File: config.mk
export PLATFORM = sky130hd
export DESIGN_NAME = syscall_seg_display
export DESIGN_NICKNAME = d
export VERILOG_FILES = /design/src/rtl/seg_pkg.sv /design/src/rtl/hex_to_seg.sv /design/src/rtl/syscall_seg_display.sv
export SDC_FILE = /design/constraint.sdc
export NUM_CORES = 1
export LEC_CHECK = 0
export CAP_MARGIN = 10
export CORE_AREA = 2 2 79 81
export CTS_CLUSTER_SIZE = 20
export DETAILED_ROUTE_END_ITERATION = 12
export DIE_AREA = 0 0 81 83
export PLACE_DENSITY = 0.78
export SLEW_MARGIN = 20
export SYNTH_ARGS = -nofsm -noshare
export SYNTH_HDL_FRONTEND = slang
export SYNTH_SLANG_ARGS = --single-unit
File: constraint.sdc
create_clock -name clk -period 3.44 [get_ports clk]
set_input_delay 0.688 -clock clk [delete_from_list [all_inputs] [get_ports clk]]
set_output_delay 0.688 -clock clk [all_outputs]
set_load 0.05 [all_outputs]
File: src/rtl/seg_pkg.sv
// Shared 7-segment constants: blank pattern and active-low hex glyph table ({g,f,e,d,c,b,a}).
package seg_pkg;

    localparam logic [6:0] SEG_BLANK = 7'h7F;

    // Entry n is the glyph for hex digit n; listed from F down to 0
    localparam logic [15:0][6:0] SEG_TABLE = {
        7'h0E, 7'h06, 7'h21, 7'h46, 7'h03, 7'h08, 7'h10, 7'h00,
        7'h78, 7'h02, 7'h12, 7'h19, 7'h30, 7'h24, 7'h79, 7'h40
    };

endpackage

File: src/rtl/hex_to_seg.sv
// Combinational hex nibble to active-low 7-segment glyph lookup.
module hex_to_seg
    import seg_pkg::*;
(
    input  logic [3:0] hex,
    output logic [6:0] seg_c
);

    always_comb begin
        seg_c = SEG_TABLE[hex];
    end

endmodule

File: src/rtl/syscall_seg_display.sv
// Captures the CPU syscall display value and halt flag, and scans it in hex
// across a multiplexed active-low common-anode 7-segment bank.
module syscall_seg_display
    import seg_pkg::*;
#(
    parameter int unsigned DIGITS        = 8,
    parameter int unsigned SCAN_DIV      = 4,
    parameter int unsigned BLANK_LEADING = 1
)
(
    input  logic              clk,
    input  logic              rst,
    input  logic              disp_we,
    input  logic [31:0]       disp_data,
    input  logic              halt,
    output logic [DIGITS-1:0] an,
    output logic [6:0]        seg,
    output logic              dp,
    output logic [31:0]       shown
);

    localparam int unsigned DIV_W = $clog2(SCAN_DIV) + 1;
    localparam int unsigned DIG_W = (DIGITS > 1) ? $clog2(DIGITS) : 1;

    logic [DIV_W-1:0]  div_cnt;
    logic [DIG_W-1:0]  digit;
    logic              halt_seen;

    logic [31:0]       shown_next;
    logic              halt_seen_next;
    logic [3:0]        nibble;
    logic [DIGITS-1:0] an_next;
    logic              nonzero_above;
    logic              blank_c;
    logic [6:0]        glyph_c;

    // Select the active nibble and decide blanking from the value being written this edge
    always_comb begin
        shown_next     = disp_we ? disp_data : shown;
        halt_seen_next = halt_seen | halt;
        nibble         = 4'h0;
        an_next        = '1;
        nonzero_above  = 1'b0;
        for (int i = 0; i < int'(DIGITS); i++) begin
            if (digit == DIG_W'(i)) begin
                nibble     = shown_next[4*i +: 4];
                an_next[i] = 1'b0;
            end
            if ((DIG_W'(i) >= digit) && (shown_next[4*i +: 4] != 4'h0)) begin
                nonzero_above = 1'b1;
            end
        end
        blank_c = (BLANK_LEADING != 0) && (digit != '0) && !nonzero_above;
    end

    hex_to_seg u_hex_to_seg (
        .hex   (nibble),
        .seg_c (glyph_c)
    );

    always_ff @(posedge clk) begin
        if (rst) begin
            div_cnt   <= '0;
            digit     <= '0;
            halt_seen <= 1'b0;
            shown     <= '0;
            an        <= '1;
            seg       <= SEG_BLANK;
            dp        <= 1'b1;
        end else begin
            shown     <= shown_next;
            halt_seen <= halt_seen_next;
            // Free-running scan: strobes never disturb the prescaler phase
            if (div_cnt == DIV_W'(SCAN_DIV - 1)) begin
                div_cnt <= '0;
                digit   <= (digit == DIG_W'(DIGITS - 1)) ? '0 : digit + DIG_W'(1);
            end else begin
                div_cnt <= div_cnt + DIV_W'(1);
            end
            an  <= an_next;
            seg <= blank_c ? SEG_BLANK : glyph_c;
            dp  <= ~halt_seen_next;
        end
    end

endmodule

# Word level (Yosys, flattened, before mapping)
# Memories as Yosys holds them, arrays and structs flattened. A register that Yosys moved wholly into a read port is not among the register bits.
# Index checks and enable logic that the tools add are counted.
# classes
addsub	2
mux	26
n_eq_ne	8
order_cmp	8
reduce_logical	22
n_bitwise	2
# op_table
operator	n
32-bit 2-to-1 mux	1
4-bit 2-to-1 mux	8
4-bit nonzero test	8
1-bit 2-to-1 mux	16
3-bit == test, second input constant	4
3-bit greater-or-equal comparator, first input constant	4
3-bit by 2-bit == test with 1-bit output, second input constant	3
1-bit logical AND	9
3-bit by 1-bit adder with 3-bit output, second input constant	2
1-bit by 3-bit greater-or-equal comparator with 1-bit output, first input constant	2
2-bit by 3-bit greater-or-equal comparator with 1-bit output, first input constant	2
2-bit OR reduction	2
3-bit by 1-bit == test with 1-bit output, second input constant	1
3-bit zero test	1
3-bit 2-to-1 mux	1
3-bit nonzero test	1
1-bit zero test	1
1-bit NOT	1
1-bit bitwise OR	1
# word_totals
regBits	48
rom_bits	112
word_cells	75
output_inout_bits	48
inputBits	36
n_memories	1
# mem_list
memory	depth	word_bits	read_ports	rd_clocked_by_memory_dff	wr	line_no	text
(no name shown)	16	7	1	1	0	hex_to_seg.sv:10	seg_c = SEG_TABLE[hex];

# Logic depth before layout (Yosys ltp)
# Gate-level depths: netlist of run 1.
# logic_depth
depth_word	14
mapped_depth	14

# Hierarchy
# Synthesis of run 1 repeated with hierarchy kept, for this count alone.
# unflattened
cells_unflattened	295
area_unflattened_um2	2736.4
# by_module_without_submodules
module	cells_per_inst	area_each_um2	instances
syscall_seg_display	260	2469.9	1
hex_to_seg	35	266.5	1

# Worst setup path before layout of run 1
# OpenSTA, ideal clock, no wires.
# synth_timing
path_type	input -> register
startpoint	in disp_we
endpoint	reg seg[3]
cell_stages	13
required_ps	3378
setup_slack_ps	262
path_buffers	3
t_arrival_ps	3116
cell_sequence	buf_6 > buf_12 > buf_12 > mux2i_1 > a222oi_1 > o21ai_1 > a222oi_1 > inv_1 > ha_1 > inv_1 > mux2i_1 > mux2_2 > nand2_1
# synth_via
elab_chain_len	14
# synth_lines
item	line_no	text
from (decl)	syscall_seg_display.sv:13	input logic disp_we,
32-bit 2-to-1 mux *	syscall_seg_display.sv:39	shown_next = disp_we ? disp_data : shown;
4-bit nonzero test	syscall_seg_display.sv:49	if ((DIG_W'(i) >= digit) && (shown_next[4*i +: 4] != 4'h0)) begin
1-bit logical AND	syscall_seg_display.sv:49	
1-bit 2-to-1 mux (8 in series)	syscall_seg_display.sv:49	
1-bit zero test	syscall_seg_display.sv:53	blank_c = (BLANK_LEADING != 0) && (digit != '0) && !nonzero_above;
1-bit logical AND	syscall_seg_display.sv:53	
2-bit OR reduction (no source line)	n/a	
to (decl)	syscall_seg_display.sv:17	output logic [6:0] seg,
# Every way passes the cells marked *; elsewhere a longest branch is shown, timed or not.
# A chain may end at the register's enable or synchronous reset.

# Worst setup path in the final report of run 1
# layout_timing
startpoint	reg digit[0]
endpoint	reg seg[3]
# layout_via
elab_chain_len	13
# layout_lines
item	line_no	text
from (decl)	syscall_seg_display.sv:26	logic [DIG_W-1:0] digit;
from (signal assigned)	syscall_seg_display.sv:76	digit <= (digit == DIG_W'(DIGITS - 1)) ? '0 : digit + DIG_W'(1);
1-bit by 3-bit greater-or-equal comparator with 1-bit output	syscall_seg_display.sv:49	
1-bit logical AND	syscall_seg_display.sv:49	
1-bit 2-to-1 mux (8 in series)	syscall_seg_display.sv:49	
1-bit zero test	syscall_seg_display.sv:53	
1-bit logical AND	syscall_seg_display.sv:53	
2-bit OR reduction (no source line)	n/a	
# Parallel ways exist; a longest one is shown, timed or not.

==> metrics.cfg, run 1 <==
[power]
p_sw_share_pct = 30.3
p_per_area_nw_per_um2 = 448
p_sw_mw = 0.504
p_clk_share_pct = 29.5
fin_total_pwr_mw = 1.66
p_comb_share_pct = 28.3
p_seq_share_pct = 42.1
irDropWorstVdd_v = 0.000234
p_int_mw = 1.16
power_leakage_nw = 1.53

[finish]
final_core_util_pct = 63.9
fill_cells = 504
drive_gt1_share_pct = 7.14
syn2layout_area_growth_pct = 37.3
fin_area_um2 = 3720
nNetsFinal = 425
layout_common_cells = clkdlybuf4s50_1 (82), dfxtp_1 (55), nor2_1 (45)
diodes = 0
final_common_cell = clkdlybuf4s50_1

[logic_synthesis]
synth_top_family_by_area = simple AND/OR/NAND/NOR gates
syn_nets = 342
ys_seq_area_share_pct = 40.6
synth_mux_area_share_pct = 14.2
ys_seq_elements = 55
syn_area_um2 = 2710
synthCells = 294
async_flop_share_pct = 0
yosys.area_share.xor_xnor_pct = 0
synthFlopType = dfxtp_1
synth.distinct_cells = 49
synthSimpleGateAreaFrac_pct = 19.4
ys_warn_count = 0
synthAdderAreaFrac_pct = 5.54
synth_compound_area_share_pct = 14.3
syn_area_per_cell_um2 = 9.21
synth-edff-count = 0

[drt]
via_per_inst = 5.47
drtIter0Drc = 109
drc = 0
wl_per_cell_um = 15.5
drtAntennaViolNets = 0
vias = 2480
wl_mm = 7.03
drt_pass1_iterations = 4

[hold_path]
hold_class = register to register

[sta]
fin_crit_ns = 2.91
slew_headroom_pct = 57.7
fin_skew_ns = 0.00585
slew_violations = 0
fmax_mhz = 344
worst_pin_slew_ns = 0.631
setup_tns_ns = 0
fin_crit_sh_pct = 84.6
finalHoldViolCount = 0
grt_setup_unrepaired = false
setup_viol = 0

[die]
pin_count = 84
dieHeight_um = 83
row_count = 28
die-area_um2 = 6720
die_x_um = 81
core-area_um2 = 5820
start_util_pct = 46.6

[status]
status = finished, final reports clean

[critical_path]
critPathLaunchType = register
required_ns = 3.69
crit_fanout = 7
setup.worst_path.class = register to register
endpoint_kind = register
cp.arrival_ns = 3.16

[placement]
hpwl_mm = 5.27
place.gp.congestion = 0.906
postPlaceCellArea_um2 = 3590
io_buffers = 83

[clock_network]
root_buffer = clkbuf_8
clk_latency_ns = 0.31
cts_resized = 0
cts_tree = built
cts_max_path_buffers = 2
cts_hold_buffers = 0
cts_max_level = 2
post_cts_buffers = 0
cts.sinks = 55
cts_made_buffers = 5
path_clk_slew_ns = 0.09

[global_route]
grt_pass1_vias = 2383
track_usage_pct = 20.9
antenna_found_initial = 0
grt_pass1_wl_mm = 11.3
overflow = 0
grt_max_degree = 45

[run]
drv_cap = 0

## cell usage after synthesis (all sizes together) (3+ instances only)
| master | n | area share, % |
|---|---|---|
| nor2 | 45 | 6.2 |
| a21o | 3 | 0.83 |
| inv | 9 | 1.2 |
| o211ai | 3 | 0.83 |
| dfxtp | 55 | 41 |
| nand2 | 14 | 1.9 |
| ha | 12 | 5.5 |
| nor2b | 5 | 1.2 |
| nand3b | 4 | 1.1 |
| nor3 | 8 | 1.5 |
| a22oi | 4 | 1.1 |
| o21ai | 11 | 2.0 |
| mux2 | 4 | 1.7 |
| buf | 10 | 3.5 |
| nand2b | 10 | 2.3 |
| a21oi | 7 | 1.3 |
| o32ai | 3 | 0.97 |
| nor4 | 4 | 0.92 |
| mux2i | 34 | 13 |
| clkbuf | 8 | 1.1 |
| nand3 | 7 | 1.3 |
## cell type report
type | instances | area [um^2] | share of cell area (%)
tap | 75 | 93.8 | 2.52
inverter | 9 | 33.8 | 0.908
timing repair buffer | 94 | 908 | 24.4
sequential | 55 | 1100 | 29.6
clock buffer | 6 | 72.6 | 1.95
clock inverter | 2 | 60.1 | 1.62
multi-input combinational | 212 | 1450 | 39.0
## power by group through the flow
stage,clock [mW],combinational [mW],sequential [mW]
after floorplan,0,0.178,0.848
after global placement,0,0.464,0.715
after detailed placement,0,0.470,0.716
after CTS,0.503,0.472,0.702
after global routing,0.523,0.504,0.707
final,0.492,0.472,0.701
## through the flow
step                worst slack, ns  std cells  hold slack (ns)
floorplan                     0.262        294            0.404
global placement              0.345        445            0.413
detailed placement            0.292        445            0.427
CTS                           0.542        453            0.441
global route                  0.366        453            0.465
finish                        0.530        453            0.436
## routing by layer
layer / vias up / track usage [%] / wire [um]
li1: 1210 / - / -
met1: 1170 / 27.3 / 3120
met2: 94 / 35.2 / 3330
met3: 6 / 4.13 / 493
met4: 0 / 5.08 / 75
met5: - / 0 / 0
## sequential cells by signal (all words and copies together) (netlist names)
name	count
an	8
digit	3
div_cnt	3
dp	1
halt_seen	1
seg	7
shown	32
## worst paths after layout
| check | startpoint | end | slack (ns) | cells after the start |
|---|---|---|---|---|
| worst max-delay path | digit[0]$_SDFFE_PP0P_ | seg[3]$_SDFF_PP1_ | 0.53 | 13 |
| worst min-delay path | div_cnt[0]$_SDFF_PP0_ | div_cnt[0]$_SDFF_PP0_ | 0.44 | 1 |
| worst max register to register | digit[0]$_SDFFE_PP0P_ | seg[3]$_SDFF_PP1_ | 0.53 | 13 |
| worst min register to register | div_cnt[0]$_SDFF_PP0_ | div_cnt[0]$_SDFF_PP0_ | 0.44 | 1 |
## logic make-up (layout without fill, tap and decap cells)
kind of cell,after synthesis,in the layout
adder cells (fa/ha/maj),12,12
AO/OA/AOI/OAI,54,54
flip-flops,55,55
buffers and inverters,27,111
AND/OR/NAND/NOR,108,108
multiplexers,38,38
## worst max-delay path, cell delays in order (launching register included)
cell,delay (ns)
dfxtp_1,0.34
inv_1,0.06
ha_1,0.30
nor2b_1,0.20
and2_1,0.19
a222oi_1,0.31
o21ai_1,0.14
a222oi_1,0.38
inv_1,0.15
ha_1,0.31
inv_1,0.07
mux2i_1,0.07
mux2_2,0.27
nand2_1,0.06
No activity file was read; power rests on OpenSTA's default activity.
==> inputs of run 2 (changes only) <==
Settings changed: CORE_AREA 2 2 79 81 to 2 2 84 86, DIE_AREA 0 0 81 83 to 0 0 86 88, PLACE_DENSITY 0.78 to 0.73.
Clock period 3.44 ns to 2.6 ns, I/O delays scaled along.
==> run 2 against run 1 <==
Critical path depth fell by 1. The flow now finishes with violations (setup timing). Maximum frequency rose by 9.2%. Combinational power rose by 47%. Count of clock-buffer cells in the layout fell by 1. Largest power group unchanged.
==> metrics.cfg, run 2 (same netlist as run 1, synthesis figures left out) <==
[drt]
wl_mm = 7.34
route.met3.wl_um = 429
topRoutingLayerUsed = met4
wl_met1_mm = 3.32
drtIter0Drc = 178
drc = 0
drtAntennaViolNets = 0
dr_wl_met2_mm = 3.53
vias = 2537
via_per_inst = 5.13
wl_per_cell_um = 14.8
drt_pass1_iterations = 4

[critical_path]
setup.worst_path.class = register to register
worstRegToRegCells = 12
reg2reg_to = seg[6]$_SDFF_PP1_
endpoint_kind = register
cp.arrival_ns = 2.82
critPathLaunchType = register
endpoint = seg[6]$_SDFF_PP1_
r2r_start = digit[0]$_SDFFE_PP0P_
required_ns = 2.75
startpoint = digit[0]$_SDFFE_PP0P_
crit_fanout = 6
r2r_slack_ns = -0.06

[status]
status = finished, violations left
violations = setup timing

[clock_network]
cts_tree = built
cts.sinks = 55
cts_hold_buffers = 0
cts_max_level = 2
path_clk_slew_ns = 0.10
root_buffer = clkbuf_8
clk_latency_ns = 0.30
cts_max_path_buffers = 2
cts_made_buffers = 5

[die]
dieHeight_um = 88
core-area_um2 = 6640
die_x_um = 86
row_count = 30
pin_count = 84
die-area_um2 = 7570
start_util_pct = 40.8

[finish]
drive_gt1_share_pct = 19.3
regMostFlops = shown
fin_cells = 495
largest_reg_flops = 32
syn2layout_area_growth_pct = 49.8
diodes = 0
layout_common_cells = clkdlybuf4s50_1 (80), dfxtp_1 (53), buf_4 (47)
nNetsFinal = 462
final_common_cell = clkdlybuf4s50_1
largest_registers = shown: 32 flops, an: 8 flops, seg: 7 flops
fill_cells = 576

[sta]
fmax_mhz = 375
fin_crit_ns = 2.66
slew_violations = 0
slew_headroom_pct = 56.1
setup_ws_ns = -0.0643
setup_tns_ns = -0.0960
fin_crit_sh_pct = 102
finalHoldViolCount = 0
fin_skew_ns = 0.00413
worst_pin_slew_ns = 0.656
setup_viol = 2
grt_setup_unrepaired = true

[power]
p_comb_share_pct = 31.6
p_sw_mw = 0.707
power_leakage_nw = 1.71
p_int_mw = 1.50
p_clk_share_pct = 26.3
p_seq_share_pct = 42.2
p_sw_share_pct = 32.1
irDropWorstVdd_v = 0.000383
p_per_area_nw_per_um2 = 543

[placement]
hpwl_mm = 5.64
dp_cells = 483
place.gp.congestion = 0.947
io_buffers = 83

[global_route]
grt_pass1_wl_mm = 11.8
grt_pass1_vias = 2538
track_usage_pct = 19.5
antenna_found_initial = 0
overflow = 0
grt_max_degree = 45

[hold_path]
holdPathStages = 1
hold_class = register to register

[run]
drv_cap = 0

==> run 2: area by class of cell <==
cell class	instances	area, um^2	area share, %
multi-input cells	212	1520	37.4
repair buffers	131	1190	29.3
flip-flops and latches	55	1100	27.2
well taps	80	100	2.47
clock buffers	5	68.8	1.70
clock inverters	3	47.5	1.17
inverters	9	33.8	0.832
==> run 2: how the worst min path moves through the flow <==
stage	start	end
floorplan	div_cnt[0]$_SDFF_PP0_	div_cnt[0]$_SDFF_PP0_
global route	div_cnt[0]$_SDFF_PP0_	div_cnt[0]$_SDFF_PP0_
detailed placement	div_cnt[0]$_SDFF_PP0_	div_cnt[0]$_SDFF_PP0_
finish	div_cnt[0]$_SDFF_PP0_	div_cnt[0]$_SDFF_PP0_
global placement	div_cnt[0]$_SDFF_PP0_	div_cnt[0]$_SDFF_PP0_
CTS	div_cnt[0]$_SDFF_PP0_	div_cnt[0]$_SDFF_PP0_
==> run 2: what timing repair did <==
action | CTS | global route
buffers inserted | 3 | 1
cloned | 0 | 0
gates resized for setup | 11 | 9
pin swaps | 4 | 1
setup endpoints to repair | 5 | 7
endpoints found under the hold margin | 0 | 0
==> run 2: critical path, cell delays in order (launching register included) <==
cell and delay (ns):
dfxtp_2 0.34, inv_2 0.05, ha_4 0.15, buf_4 0.15, a211oi_2 0.28, a21oi_2 0.08
o311a_1 0.37, o21ai_2 0.22, inv_1 0.13, ha_1 0.23, nand3b_1 0.13, a21boi_0 0.25
o211ai_1 0.13
==> run 2: metrics by stage <==
step                      utilization [%]  hold slack, ns  total power [mW]  setup slack, ns  area (um^2)
after CTS                            60.3           0.435              2.20          -0.0155         4010
after global routing                 61.1           0.471              2.31           -0.214         4060
final                                61.1           0.435              2.20          -0.0643         4060
after global placement               57.9           0.414              1.61           -0.339         3850
after detailed placement             57.9           0.420              1.62           -0.415         3850
after floorplan                         -           0.404              1.36           -0.388         2730
==> run 2: power by group through the flow <==
stage	Sequential (mW)	Clock, mW	Combinational (mW)
6_report	0.929	0.579	0.696
5_1_grt	0.937	0.628	0.747
4_1_cts	0.930	0.589	0.684
3_5_place_dp	0.949	0	0.676
3_3_place_gp	0.948	0	0.666
2_1_floorplan	1.12	0	0.242
==> run 2: per-layer routing <==
| metal | up-vias | track usage, % |
|---|---|---|
| li1 | 1297 | - |
| met1 | 1161 | 25.3 |
| met2 | 73 | 33.3 |
| met3 | 6 | 3.96 |
| met4 | 0 | 4.91 |
| met5 | - | 0 |
==> inputs of run 3 (changes only) <==
Settings changed: CAP_MARGIN 10 to unset, TNS_END_PERCENT set to 20.
==> run 3 against run 2 <==
The run still ends with setup timing left. Worst hold slack got worse by 0.0018 ns. Final cell count unchanged. Sequential share of layout area decreased by 0.15 points. Global-route usage decreased by 0.27 points. Critical path type unchanged. Highest routed layer unchanged.
==> metrics.cfg, run 3 (same netlist as run 1, synthesis figures left out) <==
[sta]
fin_crit_ns = 2.67
grt_setup_unrepaired = true
setup_ws_ns = -0.0671
slew_headroom_pct = 65.8
worst_pin_slew_ns = 0.511
fmax_mhz = 375
finalHoldViolCount = 0
slew_violations = 0
setup_viol = 3
fin_skew_ns = 0.00856
fin_crit_sh_pct = 103

[die]
die_x_um = 86
start_util_pct = 40.8
die-area_um2 = 7570
dieHeight_um = 88
pin_count = 84
row_count = 30
core-area_um2 = 6640

[critical_path]
slowest_delay_ns = 0.45
cp.arrival_ns = 2.85
critPathSlowestCell = a222oi_1
setup.worst_path.class = register to register
crit_fanout = 3
cp_cell_sequence = inv_2 > ha_4 > nor2b_4 > and2_4 > a222oi_1 > o21ai_1 > a222oi_1 > inv_1 > ha_4 > inv_2 > mux2i_1 > mux2_4 > nand2_2
critPathLaunchType = register
endpoint_kind = register
r2r_slack_ns = -0.07
required_ns = 2.78

[power]
power_leakage_nw = 1.72
fin_total_pwr_mw = 2.21
p_per_area_nw_per_um2 = 542
irDropWorstVdd_v = 0.000266

[global_route]
antenna_found_initial = 0
met3_usage_pct = 3.11
grt_busiest_layer = met2
grt_util_met1_pct = 25.9
overflow = 0
grt_pass1_wl_mm = 11.7
grt_max_degree = 25
track_usage_pct = 19.2
grt_pass1_vias = 2514
gr-usage-met2_pct = 32.3

[status]
violations = setup timing
status = finished, violations left

[placement]
dp_slack_ns = -0.437
dp_cells = 484
io_buffers = 83
postPlaceCellArea_um2 = 3850
place.gp.congestion = 0.973
hpwl_mm = 5.71

[finish]
fin_cells = 495
largest_registers = shown: 32 flops, an: 8 flops, seg: 7 flops
fill_cells = 572
syn2layout_area_growth_pct = 50.7
layout_common_cells = clkdlybuf4s50_1 (80), dfxtp_1 (53), buf_4 (46)
fin_area_um2 = 4080
drive_gt1_share_pct = 19.8
largest_reg_flops = 32
final_common_cell = clkdlybuf4s50_1
nNetsFinal = 462
diodes = 0
regMostFlops = shown

[clock_network]
path_clk_slew_ns = 0.09
root_buffer = clkbuf_8
cts_hold_buffers = 0
cts_max_path_buffers = 2
cts_tree = built
clk_latency_ns = 0.30
cts_made_buffers = 5
cts_max_level = 2
cts.sinks = 55

[drt]
wl_per_cell_um = 14.5
drtIter0Drc = 174
via_per_inst = 5.19
drtAntennaViolNets = 0
drt_pass1_iterations = 5
drc = 0
wl_mm = 7.18
vias = 2567

[hold_path]
hold_class = register to register

[run]
drv_cap = 0

run 3: report_power, final:
part / internal [mW] / switching (mW) / leakage (nW)
Combinational: 0.308 / 0.395 / 1.20
Sequential: 0.900 / 0.0285 / 0.455
Clock: 0.312 / 0.267 / 0.0612
Total: 1.52 / 0.691 / 1.72
run 3: final cells by class:
cell class	count	area, um^2	share of cell area, %
Clock buffer	6	82.6	2.02
Multi-Input combinational cell	212	1540	37.6
Sequential cell	55	1100	27.0
Timing Repair Buffer	131	1190	29.2
Inverter	9	33.8	0.828
Clock inverter	2	35.0	0.858
Tap cell	80	100	2.45
run 3: worst max-delay path: cells and delay by family (launching register included):
family | cells | cell delay (ns)
adders and majority gates | 2 | 0.45
and+or+nand+nor | 3 | 0.30
buffers and inverters | 3 | 0.26
DFF | 1 | 0.36
muxes | 2 | 0.27
AOI/OAI and AO/OA | 3 | 0.90
run 3: what timing repair did:
| item | in CTS | in global routing |
|---|---|---|
| endpoints found under the setup margin | 5 | 7 |
| endpoints found under the hold margin | 0 | 0 |
| setup buffers | 2 | 1 |
| gates resized for setup | 11 | 13 |
| pin swaps | 5 | 7 |
run 3: final timing paths:
| path | startpoint | endpoint | cells past startpoint |
|---|---|---|---|
| worst min-delay path | div_cnt[0]$_SDFF_PP0_ | div_cnt[0]$_SDFF_PP0_ | 1 |
| worst max-delay path | digit[0]$_SDFFE_PP0P_ | seg[3]$_SDFF_PP1_ | 13 |
| worst min register to register | div_cnt[0]$_SDFF_PP0_ | div_cnt[0]$_SDFF_PP0_ | 1 |
| worst max register to register | digit[0]$_SDFFE_PP0P_ | seg[3]$_SDFF_PP1_ | 13 |
run 3: layer usage:
| layer | vias up | share of wire (%) |
|---|---|---|
| met4 | 0 | 0.84 |
| met5 | - | 0 |
| li1 | 1287 | - |
| met2 | 85 | 48 |
| met1 | 1189 | 45 |
| met3 | 6 | 5.9 |
run 3: through the flow:
stage / TNS (ns) / utilization, % / hold slack, ns
3_5_place_dp: -2.19 / 58.0 / 0.426
3_3_place_gp: -1.57 / 58.0 / 0.414
5_1_grt: -1.01 / 61.4 / 0.469
6_report: -0.123 / 61.4 / 0.433
4_1_cts: -0.00611 / 60.3 / 0.440
2_1_floorplan: -1.79 / - / 0.404
